<file path="config.mk">
export PLATFORM = sky130hd
export DESIGN_NAME = multisim_loopback_crossbar
export DESIGN_NICKNAME = d
export VERILOG_FILES = /design/src/rtl/multisim_loopback_crossbar.sv
export SDC_FILE = /design/constraint.sdc
export NUM_CORES = 1
export LEC_CHECK = 0
export CAP_MARGIN = 20
export CELL_PAD_IN_SITES_DETAIL_PLACEMENT = 1
export CELL_PAD_IN_SITES_GLOBAL_PLACEMENT = 2
export CORE_MARGIN = 2
export CORE_UTILIZATION = 24
export CTS_CLUSTER_DIAMETER = 30
export DETAILED_ROUTE_END_ITERATION = 10
export GPL_TIMING_DRIVEN = 1
export PLACE_DENSITY_LB_ADDON = 0.08
export SETUP_SLACK_MARGIN = 0.1
export SLEW_MARGIN = 10
export SYNTH_ARGS = -nofsm -noshare
export SYNTH_HDL_FRONTEND = slang
export SYNTH_SLANG_ARGS = --single-unit
</file>
<file path="constraint.sdc">
create_clock -name clk -period 4.3 [get_ports clk]
set_input_delay 0.86 -clock clk [delete_from_list [all_inputs] [get_ports clk]]
set_output_delay 0.86 -clock clk [all_outputs]
set_load 0.01 [all_outputs]
</file>
<file path="src/rtl/multisim_loopback_crossbar.sv">
// Interrupt crossbar between the multisim push and pull servers: transposes the
// irq matrix and commits each destination word only after it has settled.
module multisim_loopback_crossbar #(
  parameter int NUM_CPUS      = 4,
  parameter int DATA_WIDTH    = 32,
  parameter int SETTLE_CYCLES = 4
) (
  input  logic                                 clk,
  input  logic                                 rst_n,
  input  logic [NUM_CPUS-1:0][DATA_WIDTH-1:0]  i_irq,
  output logic [NUM_CPUS-1:0][DATA_WIDTH-1:0]  o_irq,
  output logic [NUM_CPUS-1:0]                  o_update,
  output logic                                 o_busy
);

  typedef enum logic {STABLE = 1'b0, SETTLING = 1'b1} state_t;

  localparam logic [7:0] SETTLE_LAST = 8'(SETTLE_CYCLES);

  state_t                               state_q [NUM_CPUS];
  state_t                               state_d [NUM_CPUS];
  logic [NUM_CPUS-1:0][DATA_WIDTH-1:0]  r_in;
  logic [NUM_CPUS-1:0][DATA_WIDTH-1:0]  cand;
  logic [NUM_CPUS-1:0][DATA_WIDTH-1:0]  snap_q, snap_d;
  logic [NUM_CPUS-1:0][DATA_WIDTH-1:0]  irq_d;
  logic [NUM_CPUS-1:0][7:0]             cnt_q, cnt_d;
  logic [NUM_CPUS-1:0]                  commit;
  logic [NUM_CPUS-1:0]                  upd_d;
  logic                                 busy_d;
  logic                                 unused_r_in_hi;

  // Transpose: bit j of source i lands on bit i of destination j.
  always_comb begin
    cand = '0;
    for (int unsigned j = 0; j < NUM_CPUS; j++)
      for (int unsigned i = 0; i < NUM_CPUS; i++)
        cand[j][i] = r_in[i][j];
  end

  // Source bits at or above NUM_CPUS have no destination to route to.
  always_comb begin
    unused_r_in_hi = 1'b0;
    for (int unsigned i = 0; i < NUM_CPUS; i++)
      for (int unsigned j = NUM_CPUS; j < DATA_WIDTH; j++)
        unused_r_in_hi = unused_r_in_hi ^ r_in[i][j];
  end

  always_comb begin
    for (int unsigned j = 0; j < NUM_CPUS; j++) begin
      state_d[j] = state_q[j];
      snap_d[j]  = snap_q[j];
      cnt_d[j]   = cnt_q[j];
      commit[j]  = 1'b0;
      case (state_q[j])
        STABLE: begin
          if (cand[j] != o_irq[j]) begin
            if (SETTLE_CYCLES == 1) begin
              commit[j] = 1'b1;
            end else begin
              state_d[j] = SETTLING;
              snap_d[j]  = cand[j];
              cnt_d[j]   = 8'd1;
            end
          end
        end
        SETTLING: begin
          if (cand[j] == o_irq[j]) begin
            state_d[j] = STABLE;
          end else if (cand[j] != snap_q[j]) begin
            snap_d[j] = cand[j];
            cnt_d[j]  = 8'd1;
          end else if (cnt_q[j] + 8'd1 == SETTLE_LAST) begin
            commit[j]  = 1'b1;
            state_d[j] = STABLE;
          end else begin
            cnt_d[j] = cnt_q[j] + 8'd1;
          end
        end
        default: state_d[j] = STABLE;
      endcase
    end
  end

  always_comb begin
    busy_d = 1'b0;
    for (int unsigned j = 0; j < NUM_CPUS; j++) begin
      irq_d[j] = commit[j] ? cand[j] : o_irq[j];
      upd_d[j] = commit[j];
      busy_d   = busy_d | (state_d[j] == SETTLING);
    end
  end

  always_ff @(posedge clk) begin
    if (!rst_n) begin
      r_in     <= '0;
      o_irq    <= '0;
      o_update <= '0;
      o_busy   <= 1'b0;
      snap_q   <= '0;
      cnt_q    <= '0;
      for (int unsigned j = 0; j < NUM_CPUS; j++) state_q[j] <= STABLE;
    end else begin
      r_in     <= i_irq;
      o_irq    <= irq_d;
      o_update <= upd_d;
      o_busy   <= busy_d;
      snap_q   <= snap_d;
      cnt_q    <= cnt_d;
      for (int unsigned j = 0; j < NUM_CPUS; j++) state_q[j] <= state_d[j];
    end
  end

endmodule

</file>
==> results of run 1 <==
==> synth_stat cells, types with 7 or more instances <==
cell type / n
a211o_1: 7
nand4_1: 11
xnor2_1: 19
mux2i_1: 22
nand2_1: 28
xor2_1: 10
dfxtp_1: 89
nor2_1: 28
nand3b_1: 7
inv_1: 8
nor3_1: 23
and3_1: 8
o21ai_0: 29
and2_1: 22
buf_4: 113
nor4_1: 8
nand3_1: 22
or3_1: 8
clkbuf_1: 17
a21oi_1: 30
==> critical path, stage by stage, from the launching register on <==
cell and delay, ns:
dfxtp_1 0.40, ha_1 0.22, nand2b_1 0.10, or4_1 0.42, a2111oi_2 0.59, nor2_1 0.13, o41a_1 0.44
==> cells by family (layout without fill, tap and decap cells) <==
group | count (synthesis) | after routing | synth area share [%]
flip-flops | 89 | 89 | 34.7
multiplexers | 22 | 22 | 4.29
AND/OR/NAND/NOR | 198 | 198 | 22.2
buffers and inverters | 146 | 68 | 19.2
adder cells (fa/ha/maj) | 5 | 5 | 1.22
other | 1 | 112 | 0.0731
AO/OA/AOI/OAI | 100 | 100 | 13.3
XOR/XNOR | 29 | 29 | 4.95
==> power groups by stage <==
stage | clock [W] | combinational (W) | sequential (W)
finish | 0.000942 | 0.000237 | 0.000873
global route | 0.00102 | 0.000267 | 0.000877
CTS | 0.000988 | 0.000236 | 0.000873
detailed placement | 0 | 0.000236 | 0.000892
global placement | 0 | 0.000233 | 0.000891
floorplan | 0 | 0.000254 | 0.000885
==> routing by layer <==
layer / part of all wire (%) / GRT usage, % / up-vias / wire length (um)
met4: 0.98 / 2.59 / 0 / 123
met5: 0 / 0 / - / 0
met2: 47 / 18.6 / 83 / 5940
met1: 48 / 14.9 / 1902 / 6010
li1: - / - / 1904 / -
met3: 4.0 / 3.30 / 10 / 497
==> registers in the layout, summed over array words and instances (netlist names) <==
signal and flops:
state_q 4, o_irq 16, o_busy 1, cand 16, cnt_q 32, o_update 4
snap_q 16
==> cell type report <==
type,instances,area [um2],area share [%]
clock inverter,6,114,1.99
clock buffer,10,239,4.17
tap,275,344,6.00
timing repair buffer,44,418,7.29
inverter,8,30.0,0.524
sequential,89,1780,31.1
multi-input combinational,466,2800,48.9
==> worst paths after layout <==
| kind | end | slack [ns] | cells after the start |
|---|---|---|---|
| setup / recovery | o_busy$_SDFF_PN0_ | 1.89 | 6 |
| hold / removal | snap_q[99]$_SDFFE_PN0P_ | 0.47 | 2 |
| setup reg to reg | o_busy$_SDFF_PN0_ | 1.89 | 6 |
| hold reg to reg | snap_q[99]$_SDFFE_PN0P_ | 0.47 | 2 |
==> stage by stage <==
step	total power [W]	setup slack (ns)	cells	utilization [%]	hold WS, ns
after floorplan	0.00114	2.28	701	-	0.443
after global placement	0.00112	1.80	880	25.5	0.450
after detailed placement	0.00113	1.84	880	25.5	0.466
after CTS	0.00210	1.81	896	27.2	0.474
after global routing	0.00216	1.72	898	27.3	0.490
final	0.00205	1.89	898	27.3	0.468
==> impl_metrics.yaml, run 1 <==
outcome:
  outcome: "complete, no violations"
setup_path:
  r2r_start: "cnt_q[0]$_SDFFE_PN0P_"
  timing.critical_path.required_ns: 4.54
  startpoint_type: "register"
  worst-path-max-fanout: 5
  path_class: "register to register"
  end_kind: "register"
  startpoint: "cnt_q[0]$_SDFFE_PN0P_"
  critPathArrivalTime_ns: 2.64
floorplan:
  rows: 53
  die_w_um: 150
  die_h_um: 150
  dieArea_um2: 22600
  core_area_um2: 21000
  pin_count: 263
  start_util_pct: 24.4
route:
  drt-initial-drc-count: 121
  wl_mm: 12.6
  vias: 3899
  wl_per_cell_um: 14.0
  dr.pass1.iters: 4
  viasPerCell: 4.34
  ant_nets: 0
  drc: 0
cells_and_area:
  final_cell_mix: "conb_1, dfxtp_1, clkdlybuf4s50_1"
  drive_gt1_share_pct: 6.10
  fin_area_um2: 5730
  fin_nets: 753
  num_antenna_cells: 0
  final_common_cell: "conb_1"
  syn_to_final_growth_pct: 11.7
  nFillCells: 2504
clock_network:
  cts_buffers: 9
  cts.reportedPaths.clkPinSlew_ns: 0.07
  root_buffer: "clkbuf_16"
  clockBufferDepth: 2
  cts-hold-fix-buffers: 0
  clock_sinks: 89
  cts_tree: "built"
  cts_setup_buffers: 0
  ctsResizeCount: 0
  h-tree-depth: 3
  clk_latency_ns: 0.35
timing:
  hold_viol: 0
  slew_headroom_pct: 32.5
  tightest_slew_ns: 1.01
  period_needed_ns: 2.41
  timing.fmax_ghz: 0.416
  report.final.setup_viol: 0
  tns_ns: 0
  rsz0062_at_grt: "false"
  finClkSkew_ns: 0.00402
  finalCritPeriodShare_pct: 55.9
  maxSlewViolCount: 0
grt:
  grt_pass1_vias: 3902
  grt-ovfl-total: 0
  grt_util_all_layers_pct: 11.4
  grt_pass1_wl_mm: 20.4
  antenna_found_initial: 0
  grt_max_degree: 47
power_and_ir_drop:
  sequentialPowerShare_pct: 42.5
  irDropWorstVdd_mv: 0.168
  combPwrFrac_pct: 11.5
  switching_power_w: 0.000541
  pwr-share-clk_pct: 45.9
  p_int_w: 0.00151
  p_sw_share_pct: 26.3
  p_leak_nw: 2.17
  power_density_nw_per_um2: 358
yosys:
  yosysUniqueCellTypes: 62
  synth_top_area_share_pct: 34.7
  synth_flop_cell: "dfxtp_1"
  syn_avg_cell_area_um2: 8.70
  ys_warn_count: 0
  ys_seq_area_share_pct: 34.7
  synth_edf_count: 0
  syn_area_um2: 5130
  synth-seq-cells: 89
  syn_inst: 590
  yosysTopAreaCell: "dfxtp_1"
  ys_top_cells_by_area: "dfxtp_1, buf_4, mux2i_1"
  postSynth.asyncResetShare_pct: 0
place:
  place_area_um2: 5360
  hpwl_mm: 8.82
  io_buffers: 38
  gp_congestion: 0.723
worst_hold_path:
  hold_class: "register to register"
  worstHoldStart: "snap_q[99]$_SDFFE_PN0P_"
run:
  cap_violations: 0
No activity file was read; power rests on OpenSTA's default activity.
==> inputs of run 2 (changes only) <==
--- a/config.mk
+++ b/config.mk
@@ -9,7 +9,7 @@
 export CELL_PAD_IN_SITES_DETAIL_PLACEMENT = 1
 export CELL_PAD_IN_SITES_GLOBAL_PLACEMENT = 2
 export CORE_MARGIN = 2
-export CORE_UTILIZATION = 24
+export CORE_UTILIZATION = 20
 export CTS_CLUSTER_DIAMETER = 30
 export DETAILED_ROUTE_END_ITERATION = 10
 export GPL_TIMING_DRIVEN = 1
==> constraint.sdc (replaced) <==
create_clock -name clk -period 2.2 [get_ports clk]
set_input_delay 0.44 -clock clk [delete_from_list [all_inputs] [get_ports clk]]
set_output_delay 0.44 -clock clk [all_outputs]
set_load 0.01 [all_outputs]
==> run 2 against run 1 <==
Global-route usage fell by 1.1 points. Total power grew 78%. Clock-buffer cell count up 2. Flip-flop and latch count unchanged. Clock skew increased by 0.0040 ns. Routed wire length is 8.9% higher. Cell count up 9.5%. Worst setup slack worse by 1.7 ns. First-iteration DRC count rose by 33%. Sequential power rose by 95%. Critical path type unchanged. Critical endpoint unchanged. Highest routed layer unchanged.
==> impl_metrics.yaml, run 2 (synthesis results as in run 1) <==
outcome:
  outcome: "complete, no violations"
route:
  wl_mm: 13.7
  viasPerCell: 4.09
  wl_per_cell_um: 13.9
  dr.pass1.iters: 6
  drc: 0
  vias: 4020
  drt-initial-drc-count: 161
  ant_nets: 0
setup_path:
  critPathArrivalTime_ns: 2.22
  crit_chain: "and4_1, a211o_1, o21ai_0, a31oi_2, o41a_1"
  slowest_delay_ns: 0.39
  crit_family: "compound AO/OA/AOI/OAI gates"
  timing.critical_path.required_ns: 2.43
  startpoint_type: "register"
  worst-path-max-fanout: 7
  path_class: "register to register"
  cp.buffers_inverters: 0
  end_kind: "register"
  cp_slowest_cell: "o41a_1"
grt:
  grt_pass1_wl_mm: 21.6
  antenna_found_initial: 0
  grt-ovfl-total: 0
  grt_max_degree: 46
  grt_pass1_vias: 4043
  grt_util_all_layers_pct: 10.3
cells_and_area:
  nFillCells: 2925
  drive_gt1_share_pct: 10.7
  fin_nets: 786
  final_common_cell: "conb_1"
  final_cell_mix: "conb_1, dfxtp_1, clkdlybuf4s50_1, buf_4, a21oi_1"
  largest_reg_flops: 32
  syn_to_final_growth_pct: 16.6
  num_antenna_cells: 0
  top_register: "cnt_q"
  fin_area_um2: 5980
clock_network:
  root_buffer: "clkbuf_16"
  clock_sinks: 89
  cts.reportedPaths.clkPinSlew_ns: 0.06
  cts_buffers: 9
  clk_latency_ns: 0.35
  h-tree-depth: 3
  clockBufferDepth: 2
  cts_tree: "built"
timing:
  report.final.setup_viol: 0
  hold_viol: 0
  tightest_slew_ns: 0.532
  holdWs_ns: 0.472
  slew_headroom_pct: 64.5
  tns_ns: 0
  finalCritPeriodShare_pct: 90.4
  timing.fmax_ghz: 0.503
  period_needed_ns: 1.99
  finClkSkew_ns: 0.00804
  rsz0062_at_grt: "true"
  maxSlewViolCount: 0
floorplan:
  dieArea_um2: 27000
  rows: 58
  pin_count: 263
  start_util_pct: 20.4
  die_w_um: 164
  core_area_um2: 25200
  die_h_um: 164
power_and_ir_drop:
  p_leak_nw: 2.30
  power_density_nw_per_um2: 610
  irDropWorstVdd_mv: 0.284
  power_w: 0.00365
place:
  place_area_um2: 5700
  hpwl_mm: 10.1
  gp_congestion: 0.719
  io_buffers: 38
run:
  cap_violations: 0
worst_hold_path:
  hold_class: "register to register"
==> run 2: cell count changes in the layout (fill, tap and decap cells not counted), sizes merged <==
cell      delta
clkinvlp     -2
buf         +34
inv          -1
clkinv       +1
bufinv       -3
clkbuf       +1
==> run 2: power breakdown <==
group | internal, W | switching (W)
Sequential | 0.00166 | 0.0000444
Clock | 0.000778 | 0.000639
Combinational | 0.000200 | 0.000333
Total | 0.00264 | 0.00102
==> run 2: path summary, 6_finish.rpt <==
kind	from	end	slack, ns	depth (start not counted)
min	snap_q[99]$_SDFFE_PN0P_	snap_q[99]$_SDFFE_PN0P_	0.47	2
max reg2reg	cnt_q[26]$_SDFFE_PN0P_	o_busy$_SDFF_PN0_	0.21	5
max	cnt_q[26]$_SDFFE_PN0P_	o_busy$_SDFF_PN0_	0.21	5
min reg2reg	snap_q[99]$_SDFFE_PN0P_	snap_q[99]$_SDFFE_PN0P_	0.47	2
==> run 2: cell type report <==
| class | count | area (um2) | share of cell area [%] |
|---|---|---|---|
| clock buffer | 12 | 246 | 4.12 |
| clock inverter | 1 | 5.00 | 0.0836 |
| tap | 330 | 413 | 6.90 |
| sequential | 89 | 1780 | 29.8 |
| timing repair buffer | 77 | 693 | 11.6 |
| inverter | 8 | 30.0 | 0.502 |
| multi-input combinational | 466 | 2810 | 47.0 |
==> run 2: routing by layer <==
| layer | up-vias | track usage (%) | wire (um) |
|---|---|---|---|
| met5 | - | 0 | 0 |
| met4 | 0 | 3.11 | 180 |
| met3 | 14 | 2.20 | 424 |
| met2 | 81 | 17.3 | 6670 |
| met1 | 1955 | 13.1 | 6410 |
| li1 | 1970 | - | - |
==> run 2: worst register-to-register path, cell delays in order, from the launching register on <==
cell and delay, ns:
dfxtp_1 0.37, and4_1 0.29, a211o_1 0.35, o21ai_0 0.27, a31oi_2 0.20, o41a_1 0.39
==> run 2: repair_timing <==
action / in CTS / in global routing
resized for setup: 2 / 4
setup endpoints to repair: 2 / 22
endpoints found under the hold margin: 0 / 0
setup buffers: 0 / 1
hold buffers: 0 / 0
pin swaps: 0 / 3
==> run 2: stage by stage <==
step / util [%] / setup slack, ns / instances
after detailed placement: 22.6 / 0.0537 / 969
final: 23.8 / 0.212 / 983
after global placement: 22.6 / 0.0488 / 969
after CTS: 23.7 / 0.0867 / 982
after global routing: 23.8 / 0.0497 / 983
after floorplan: - / 0.182 / 701
